<file path="src/rtl/alu_arbiter_if.sv">
// ============================================================================
// alu_arbiter_if : requester, response and ALU-drive bundle for alu_arbiter
// Revision 1.0
// ============================================================================
`default_nettype none

interface alu_arbiter_if;
  logic        req0, req1;
  logic [3:0]  op0, op1;
  logic [15:0] a0, a1, b0, b1;
  logic [3:0]  sh0, sh1;
  logic [15:0] ins0, ins1;
  logic        flush;
  logic        gnt0, gnt1;
  logic        rsp_valid0, rsp_valid1;
  logic [15:0] rsp_data;
  logic [2:0]  rsp_flags;
  logic [2:0]  flags;
  logic        busy;
  logic [15:0] alu_src0, alu_src1, alu_instr;
  logic [3:0]  alu_op, alu_shamt;
  logic [2:0]  alu_flags_in;
  logic [15:0] alu_dst;
  logic        alu_v, alu_z, alu_n;

  modport slave (
    input  req0, req1, op0, op1, a0, a1, b0, b1, sh0, sh1, ins0, ins1, flush,
    input  alu_dst, alu_v, alu_z, alu_n,
    output gnt0, gnt1, rsp_valid0, rsp_valid1, rsp_data, rsp_flags, flags, busy,
    output alu_src0, alu_src1, alu_instr, alu_op, alu_shamt, alu_flags_in
  );

  modport master (
    output req0, req1, op0, op1, a0, a1, b0, b1, sh0, sh1, ins0, ins1, flush,
    output alu_dst, alu_v, alu_z, alu_n,
    input  gnt0, gnt1, rsp_valid0, rsp_valid1, rsp_data, rsp_flags, flags, busy,
    input  alu_src0, alu_src1, alu_instr, alu_op, alu_shamt, alu_flags_in
  );
endinterface

`default_nettype wire

</file>
<file path="src/rtl/alu_arbiter.sv">
// ============================================================================
// alu_arbiter : round-robin two-requester sequencer for the shared 16-bit ALU
// Revision 1.0
// ============================================================================
`default_nettype none

module alu_arbiter #(
  parameter bit FLAGS_OWNER = 1'b0
) (
  input  logic         clk,
  input  logic         rst,
  alu_arbiter_if.slave bus
);

  localparam logic [3:0] c_ALU_AND = 4'h2;
  localparam logic [3:0] c_ALU_NOP = 4'hF;

  logic        r_last;
  logic        r_issValid;
  logic        r_issId;
  logic [3:0]  r_issOp;
  logic [15:0] r_issA;
  logic [15:0] r_issB;
  logic [3:0]  r_issSh;
  logic [15:0] r_issIns;
  logic        r_rspValid0;
  logic        r_rspValid1;
  logic [15:0] r_rspData;
  logic [2:0]  r_rspFlags;
  logic [2:0]  r_flags;

  logic w_gnt0, w_gnt1, w_xfer, w_issNop, w_drive, w_capture;
  logic [2:0] w_aluFlags;

  // r_last == 1 means requester 1 was granted last, so requester 0 wins a tie.
  assign w_gnt0 = !rst && !bus.flush && bus.req0 && (!bus.req1 || r_last);
  assign w_gnt1 = !rst && !bus.flush && bus.req1 && (!bus.req0 || !r_last);
  assign w_xfer = w_gnt0 || w_gnt1;

  always_ff @(posedge clk or posedge rst) begin
    if (rst) begin
      r_last     <= 1'b1;
      r_issValid <= 1'b0;
      r_issId    <= 1'b0;
      r_issOp    <= 4'h0;
      r_issA     <= 16'h0;
      r_issB     <= 16'h0;
      r_issSh    <= 4'h0;
      r_issIns   <= 16'h0;
    end else begin
      r_issValid <= w_xfer;
      if (w_xfer) begin
        r_last   <= w_gnt1;
        r_issId  <= w_gnt1;
        r_issOp  <= w_gnt1 ? bus.op1  : bus.op0;
        r_issA   <= w_gnt1 ? bus.a1   : bus.a0;
        r_issB   <= w_gnt1 ? bus.b1   : bus.b0;
        r_issSh  <= w_gnt1 ? bus.sh1  : bus.sh0;
        r_issIns <= w_gnt1 ? bus.ins1 : bus.ins0;
      end
    end
  end

  // NOP is never shown to the ALU; its dst feedback path would corrupt the result.
  assign w_issNop = (r_issOp == c_ALU_NOP);
  assign w_drive  = r_issValid && !w_issNop;

  assign bus.alu_op       = w_drive ? r_issOp  : c_ALU_AND;
  assign bus.alu_src0     = w_drive ? r_issA   : 16'h0;
  assign bus.alu_src1     = w_drive ? r_issB   : 16'h0;
  assign bus.alu_shamt    = w_drive ? r_issSh  : 4'h0;
  assign bus.alu_instr    = w_drive ? r_issIns : 16'h0;
  assign bus.alu_flags_in = r_flags;

  assign w_aluFlags = {bus.alu_v, bus.alu_z, bus.alu_n};
  assign w_capture  = r_issValid && !bus.flush;

  always_ff @(posedge clk or posedge rst) begin
    if (rst) begin
      r_rspValid0 <= 1'b0;
      r_rspValid1 <= 1'b0;
      r_rspData   <= 16'h0;
      r_rspFlags  <= 3'b000;
      r_flags     <= 3'b000;
    end else begin
      r_rspValid0 <= w_capture && !r_issId;
      r_rspValid1 <= w_capture && r_issId;
      if (w_capture) begin
        r_rspData  <= w_issNop ? 16'h0   : bus.alu_dst;
        r_rspFlags <= w_issNop ? r_flags : w_aluFlags;
        if ((r_issId == FLAGS_OWNER) && !w_issNop) begin
          r_flags <= w_aluFlags;
        end
      end
    end
  end

  assign bus.gnt0       = w_gnt0;
  assign bus.gnt1       = w_gnt1;
  assign bus.rsp_valid0 = r_rspValid0;
  assign bus.rsp_valid1 = r_rspValid1;
  assign bus.rsp_data   = r_rspData;
  assign bus.rsp_flags  = r_rspFlags;
  assign bus.flags      = r_flags;
  assign bus.busy       = r_issValid;

endmodule

`default_nettype wire

</file>
<file path="src/flat_wrapper.sv">
// flat-port wrapper written by rule: the top's interface ports become plain ports
module alu_arbiter_flat 
#(
  parameter bit FLAGS_OWNER = 1'b0
)
  (clk, rst, bus_req0, bus_req1, bus_op0, bus_op1, bus_a0, bus_a1, bus_b0, bus_b1, bus_sh0, bus_sh1, bus_ins0, bus_ins1, bus_flush, bus_alu_dst, bus_alu_v, bus_alu_z, bus_alu_n, bus_gnt0, bus_gnt1, bus_rsp_valid0, bus_rsp_valid1, bus_rsp_data, bus_rsp_flags, bus_flags, bus_busy, bus_alu_src0, bus_alu_src1, bus_alu_instr, bus_alu_op, bus_alu_shamt, bus_alu_flags_in);
  alu_arbiter_if bus_i ();
  input  logic clk;
  input  logic rst;
  input wire logic [$bits(bus_i.req0)-1:0] bus_req0;
  input wire logic [$bits(bus_i.req1)-1:0] bus_req1;
  input wire logic [$bits(bus_i.op0)-1:0] bus_op0;
  input wire logic [$bits(bus_i.op1)-1:0] bus_op1;
  input wire logic [$bits(bus_i.a0)-1:0] bus_a0;
  input wire logic [$bits(bus_i.a1)-1:0] bus_a1;
  input wire logic [$bits(bus_i.b0)-1:0] bus_b0;
  input wire logic [$bits(bus_i.b1)-1:0] bus_b1;
  input wire logic [$bits(bus_i.sh0)-1:0] bus_sh0;
  input wire logic [$bits(bus_i.sh1)-1:0] bus_sh1;
  input wire logic [$bits(bus_i.ins0)-1:0] bus_ins0;
  input wire logic [$bits(bus_i.ins1)-1:0] bus_ins1;
  input wire logic [$bits(bus_i.flush)-1:0] bus_flush;
  input wire logic [$bits(bus_i.alu_dst)-1:0] bus_alu_dst;
  input wire logic [$bits(bus_i.alu_v)-1:0] bus_alu_v;
  input wire logic [$bits(bus_i.alu_z)-1:0] bus_alu_z;
  input wire logic [$bits(bus_i.alu_n)-1:0] bus_alu_n;
  output wire logic [$bits(bus_i.gnt0)-1:0] bus_gnt0;
  output wire logic [$bits(bus_i.gnt1)-1:0] bus_gnt1;
  output wire logic [$bits(bus_i.rsp_valid0)-1:0] bus_rsp_valid0;
  output wire logic [$bits(bus_i.rsp_valid1)-1:0] bus_rsp_valid1;
  output wire logic [$bits(bus_i.rsp_data)-1:0] bus_rsp_data;
  output wire logic [$bits(bus_i.rsp_flags)-1:0] bus_rsp_flags;
  output wire logic [$bits(bus_i.flags)-1:0] bus_flags;
  output wire logic [$bits(bus_i.busy)-1:0] bus_busy;
  output wire logic [$bits(bus_i.alu_src0)-1:0] bus_alu_src0;
  output wire logic [$bits(bus_i.alu_src1)-1:0] bus_alu_src1;
  output wire logic [$bits(bus_i.alu_instr)-1:0] bus_alu_instr;
  output wire logic [$bits(bus_i.alu_op)-1:0] bus_alu_op;
  output wire logic [$bits(bus_i.alu_shamt)-1:0] bus_alu_shamt;
  output wire logic [$bits(bus_i.alu_flags_in)-1:0] bus_alu_flags_in;
  assign bus_i.req0 = bus_req0;
  assign bus_i.req1 = bus_req1;
  assign bus_i.op0 = bus_op0;
  assign bus_i.op1 = bus_op1;
  assign bus_i.a0 = bus_a0;
  assign bus_i.a1 = bus_a1;
  assign bus_i.b0 = bus_b0;
  assign bus_i.b1 = bus_b1;
  assign bus_i.sh0 = bus_sh0;
  assign bus_i.sh1 = bus_sh1;
  assign bus_i.ins0 = bus_ins0;
  assign bus_i.ins1 = bus_ins1;
  assign bus_i.flush = bus_flush;
  assign bus_i.alu_dst = bus_alu_dst;
  assign bus_i.alu_v = bus_alu_v;
  assign bus_i.alu_z = bus_alu_z;
  assign bus_i.alu_n = bus_alu_n;
  assign bus_gnt0 = bus_i.gnt0;
  assign bus_gnt1 = bus_i.gnt1;
  assign bus_rsp_valid0 = bus_i.rsp_valid0;
  assign bus_rsp_valid1 = bus_i.rsp_valid1;
  assign bus_rsp_data = bus_i.rsp_data;
  assign bus_rsp_flags = bus_i.rsp_flags;
  assign bus_flags = bus_i.flags;
  assign bus_busy = bus_i.busy;
  assign bus_alu_src0 = bus_i.alu_src0;
  assign bus_alu_src1 = bus_i.alu_src1;
  assign bus_alu_instr = bus_i.alu_instr;
  assign bus_alu_op = bus_i.alu_op;
  assign bus_alu_shamt = bus_i.alu_shamt;
  assign bus_alu_flags_in = bus_i.alu_flags_in;
  alu_arbiter #(.FLAGS_OWNER(FLAGS_OWNER)) u_core (.clk(clk), .rst(rst), .bus(bus_i));
endmodule
</file>
<file path="config.mk">
export PLATFORM = sky130hd
export DESIGN_NAME = alu_arbiter_flat
export DESIGN_NICKNAME = d
export VERILOG_FILES = /design/src/rtl/alu_arbiter_if.sv /design/src/rtl/alu_arbiter.sv /design/src/flat_wrapper.sv
export SDC_FILE = /design/constraint.sdc
export NUM_CORES = 1
export LEC_CHECK = 0
export ABC_AREA = 1
export CAP_MARGIN = 20
export CORE_AREA = 2 2 100 126
export DETAILED_ROUTE_END_ITERATION = 7
export DIE_AREA = 0 0 102 128
export GPL_TIMING_DRIVEN = 0
export PLACE_DENSITY_LB_ADDON = 0.1
export REMOVE_ABC_BUFFERS = 1
export SLEW_MARGIN = 0
export SYNTH_ARGS = -nofsm -noshare
export SYNTH_HDL_FRONTEND = slang
export SYNTH_SLANG_ARGS = --single-unit
</file>
<file path="constraint.sdc">
create_clock -name clk -period 3.6 [get_ports clk]
set_input_delay 0.9 -clock clk [delete_from_list [all_inputs] [get_ports clk]]
set_output_delay 0.9 -clock clk [all_outputs]
set_load 0.02 [all_outputs]
</file>
==> results of run 1 <==
[cell usage in the layout (no fill, tap or decap)]
cell type	Yosys	routed
buf_12	0	6
buf_16	0	2
buf_2	26	1
buf_4	8	5
buf_6	5	1
bufbuf_16	0	2
bufinv_16	0	1
clkbuf_1	12	2
clkbuf_16	0	9
clkbuf_8	0	1
clkdlybuf4s50_1	0	215
clkinv_2	0	1
clkinvlp_4	0	2
dfrtp_1	82	82
dfstp_2	1	1
dlygate4sd2_1	0	4
dlymetal6s2s_1	0	1
inv_1	180	179
inv_2	1	1
inv_4	0	1
nand2_1	169	166
nand2_2	0	2
nand2_4	0	2
nand3_1	119	118
nand3_2	1	3
nand3_4	0	2
nand4_1	56	56
nor2_1	59	58
nor2_2	0	2
nor2_4	1	2
o21ai_0	18	18
or2_2	1	1
[registers in the layout, indices dropped and copies added, names as in the netlist]
name                     count
u_core.r_issB               16
u_core.r_issOp               4
u_core.r_issId               1
u_core.bus.rsp_flags         3
u_core.bus.busy              1
u_core.r_issA               16
u_core.r_last                1
u_core.bus.alu_flags_in      3
u_core.r_issIns             16
u_core.bus.rsp_valid1        1
u_core.bus.rsp_data         16
u_core.r_issSh               4
u_core.bus.rsp_valid0        1
[worst max-delay path, cell delays in order]
cell           delay, ps
buf_2                460
nand2_1              300
nand3_4              180
buf_12               200
inv_1                 90
dlygate4sd2_1        330
[cell type report]
| cell class | count | area, sq um |
|---|---|---|
| timing repair buffer | 237 | 2494 |
| fill | 1082 | 4168 |
| inverter | 181 | 681.9 |
| sequential | 83 | 2078 |
| tap | 164 | 205.2 |
| clock inverter | 4 | 50.05 |
| clock buffer | 12 | 246.5 |
| multi-input combinational | 430 | 2013 |
[synthesized netlist by cell type (all sizes together)]
cell type	number	share of area
nand3	120	0.12
nand4	56	0.070
clkbuf	12	0.0090
nor2	60	0.047
o21ai	18	0.018
nand2	169	0.13
dfrtp	82	0.41
dfstp	1	0.0053
buf	45	0.054
inv	181	0.14
or2	1	0.0013
[power by group]
part	switching, mW	internal [mW]
Sequential	0.142	1.17
Combinational	0.640	0.582
Clock	0.354	0.555
[worst paths after layout]
kind                                        start                       to
max                                      bus_req1                 bus_gnt0
min                        u_core.bus.rsp_data[6]   u_core.bus.rsp_data[6]
max reg2reg                         u_core.r_last       u_core.r_issIns[4]
min reg2reg                u_core.bus.rsp_data[6]   u_core.bus.rsp_data[6]
max in group asynchronous                     rst            u_core.r_last
min in group asynchronous                     rst  u_core.bus.rsp_data[12]
[timing repair]
action | in CTS | in global routing
setup buffers | 5 | 0
cloned | 7 | 1
setup endpoints to repair | 93 | 4
resized for setup | 9 | 1
pin swaps | 4 | 1
[cell families after synthesis]
kind of cell,Yosys count,share of synthesized area
buf+inv,238,0.1990
flops,83,0.4164
compound gates,18,0.01805
simple gates,406,0.3665
[stage by stage]
stage | hold slack [ps] | setup WS, ps | TNS [ps] | cells | utilization
3_5_place_dp | 470.4 | -1099 | -24740 | 1081 | 0.6105
6_report | 485.4 | 218.3 | 0 | 1111 | 0.6508
5_1_grt | 513.8 | 81.41 | 0 | 1111 | 0.6508
2_1_floorplan | 448.7 | -1397 | -81340 | 688 | -
4_1_cts | 485.6 | 48.54 | 0 | 1109 | 0.6492
3_3_place_gp | 468.4 | -4489 | -387610 | 1073 | 0.5943
[routing by layer]
layer,vias to the layer above,part of all wire,track usage
li1,2666,-,-
met4,0,0.024,0.09176
met2,233,0.50,0.4118
met1,2521,0.39,0.2913
met5,-,0,0
met3,32,0.086,0.05616
==> flow_summary.toml, run 1 <==
[clock_tree]
cts-root-buf = "clkbuf_16"
ctsHoldBuffers = 0
clock_latency_ps = 330
clock-sinks = 83
clock_path_buffers = 2
clkTransAtPathRegs_ps = 60
numCtsBuffers = 9
ctsHtreeMaxLevel = 3
cts_tree = "built"

[timing]
drv_slew = 0
finalSetupViolCount = 0
worst_pin_slew_ps = 598.4
fin_crit_sh = 0.9394
fin_skew_ps = 5.672
rsz0062_at_grt = "no"
min_period_ps = 3382
slew_headroom = 0.6006
timing.fmax_ghz = 0.2957
hold_viol = 0

[global_route]
grt_overflow = 0
antenna_found_initial = 0
grt_pass1_vias = 5205
grt_first_pass_wirelength_mm = 24.90
grt_max_degree = 47
grt_usage = 0.2407

[placement]
portBuffers = 221
place_congestion = 0.8162
detailed_place_hpwl_mm = 10.43
post_dp_cell_area_sq_mm = 0.007287

[cells_and_area]
layout-drive-gt1-share = 0.05069
nets = 1078
postLayoutCellArea_sq_mm = 0.007769
num_antenna_cells = 0
synthToLayoutAreaGrowth_pct = 55.65

[critical_path]
arrival_ps = 2480
critPathKind = "in2out"
cp-start-kind = "input pin"
endpoint_kind = "output pin"
worstRegToRegCells = 8
required_ps = 2700
r2r_setup_slack_ps = 1500
path_max_fanout = 34

[synthesis]
synth_cell_types = 17
ys_ff_latch = 83
postSynthCellCount = 745
ys_seq_area_frac = 0.4164
yosysWarnings = 0
avgSynthCellArea_sq_um = 6.699
synth_area_sq_mm = 0.004991

[die]
rows = 45
start_util = 0.4181
core_sq_mm = 0.01194
io_pins = 222
fp.dieH_um = 128
die-area_sq_mm = 0.01306
die-width_um = 102

[route]
vias = 5452
drt-initial-drc-count = 259
drt_pass1_iterations = 5
drc_errors = 0
vias_per_cell = 4.907
wl_per_cell_um = 14.31
wl_mm = 15.90
drtAntennaViolNets = 0

[pwr]
p_leak_nw = 4.039
peakVddDrop_mv = 0.2531
finalPower_mw = 3.447
pwr_density_cell_mw_per_mm2 = 443.7

[hold_path]
min_path_cells = 2
hold_path_class = "reg2reg"

[run]
maxCapViolations = 0

[status]
status = "finished, final reports clean"
No activity file was read; power rests on OpenSTA's default activity.
==> run 2: changes to the inputs <==
--- a/config.mk
+++ b/config.mk
@@ -13,6 +13,7 @@
 export GPL_TIMING_DRIVEN = 0
 export PLACE_DENSITY_LB_ADDON = 0.1
 export REMOVE_ABC_BUFFERS = 1
+export SKIP_LAST_GASP = 1
 export SLEW_MARGIN = 0
 export SYNTH_ARGS = -nofsm -noshare
 export SYNTH_HDL_FRONTEND = slang
==> results of run 2 <==
No change in the layout: final DEF, timing and power equal those of run 1.
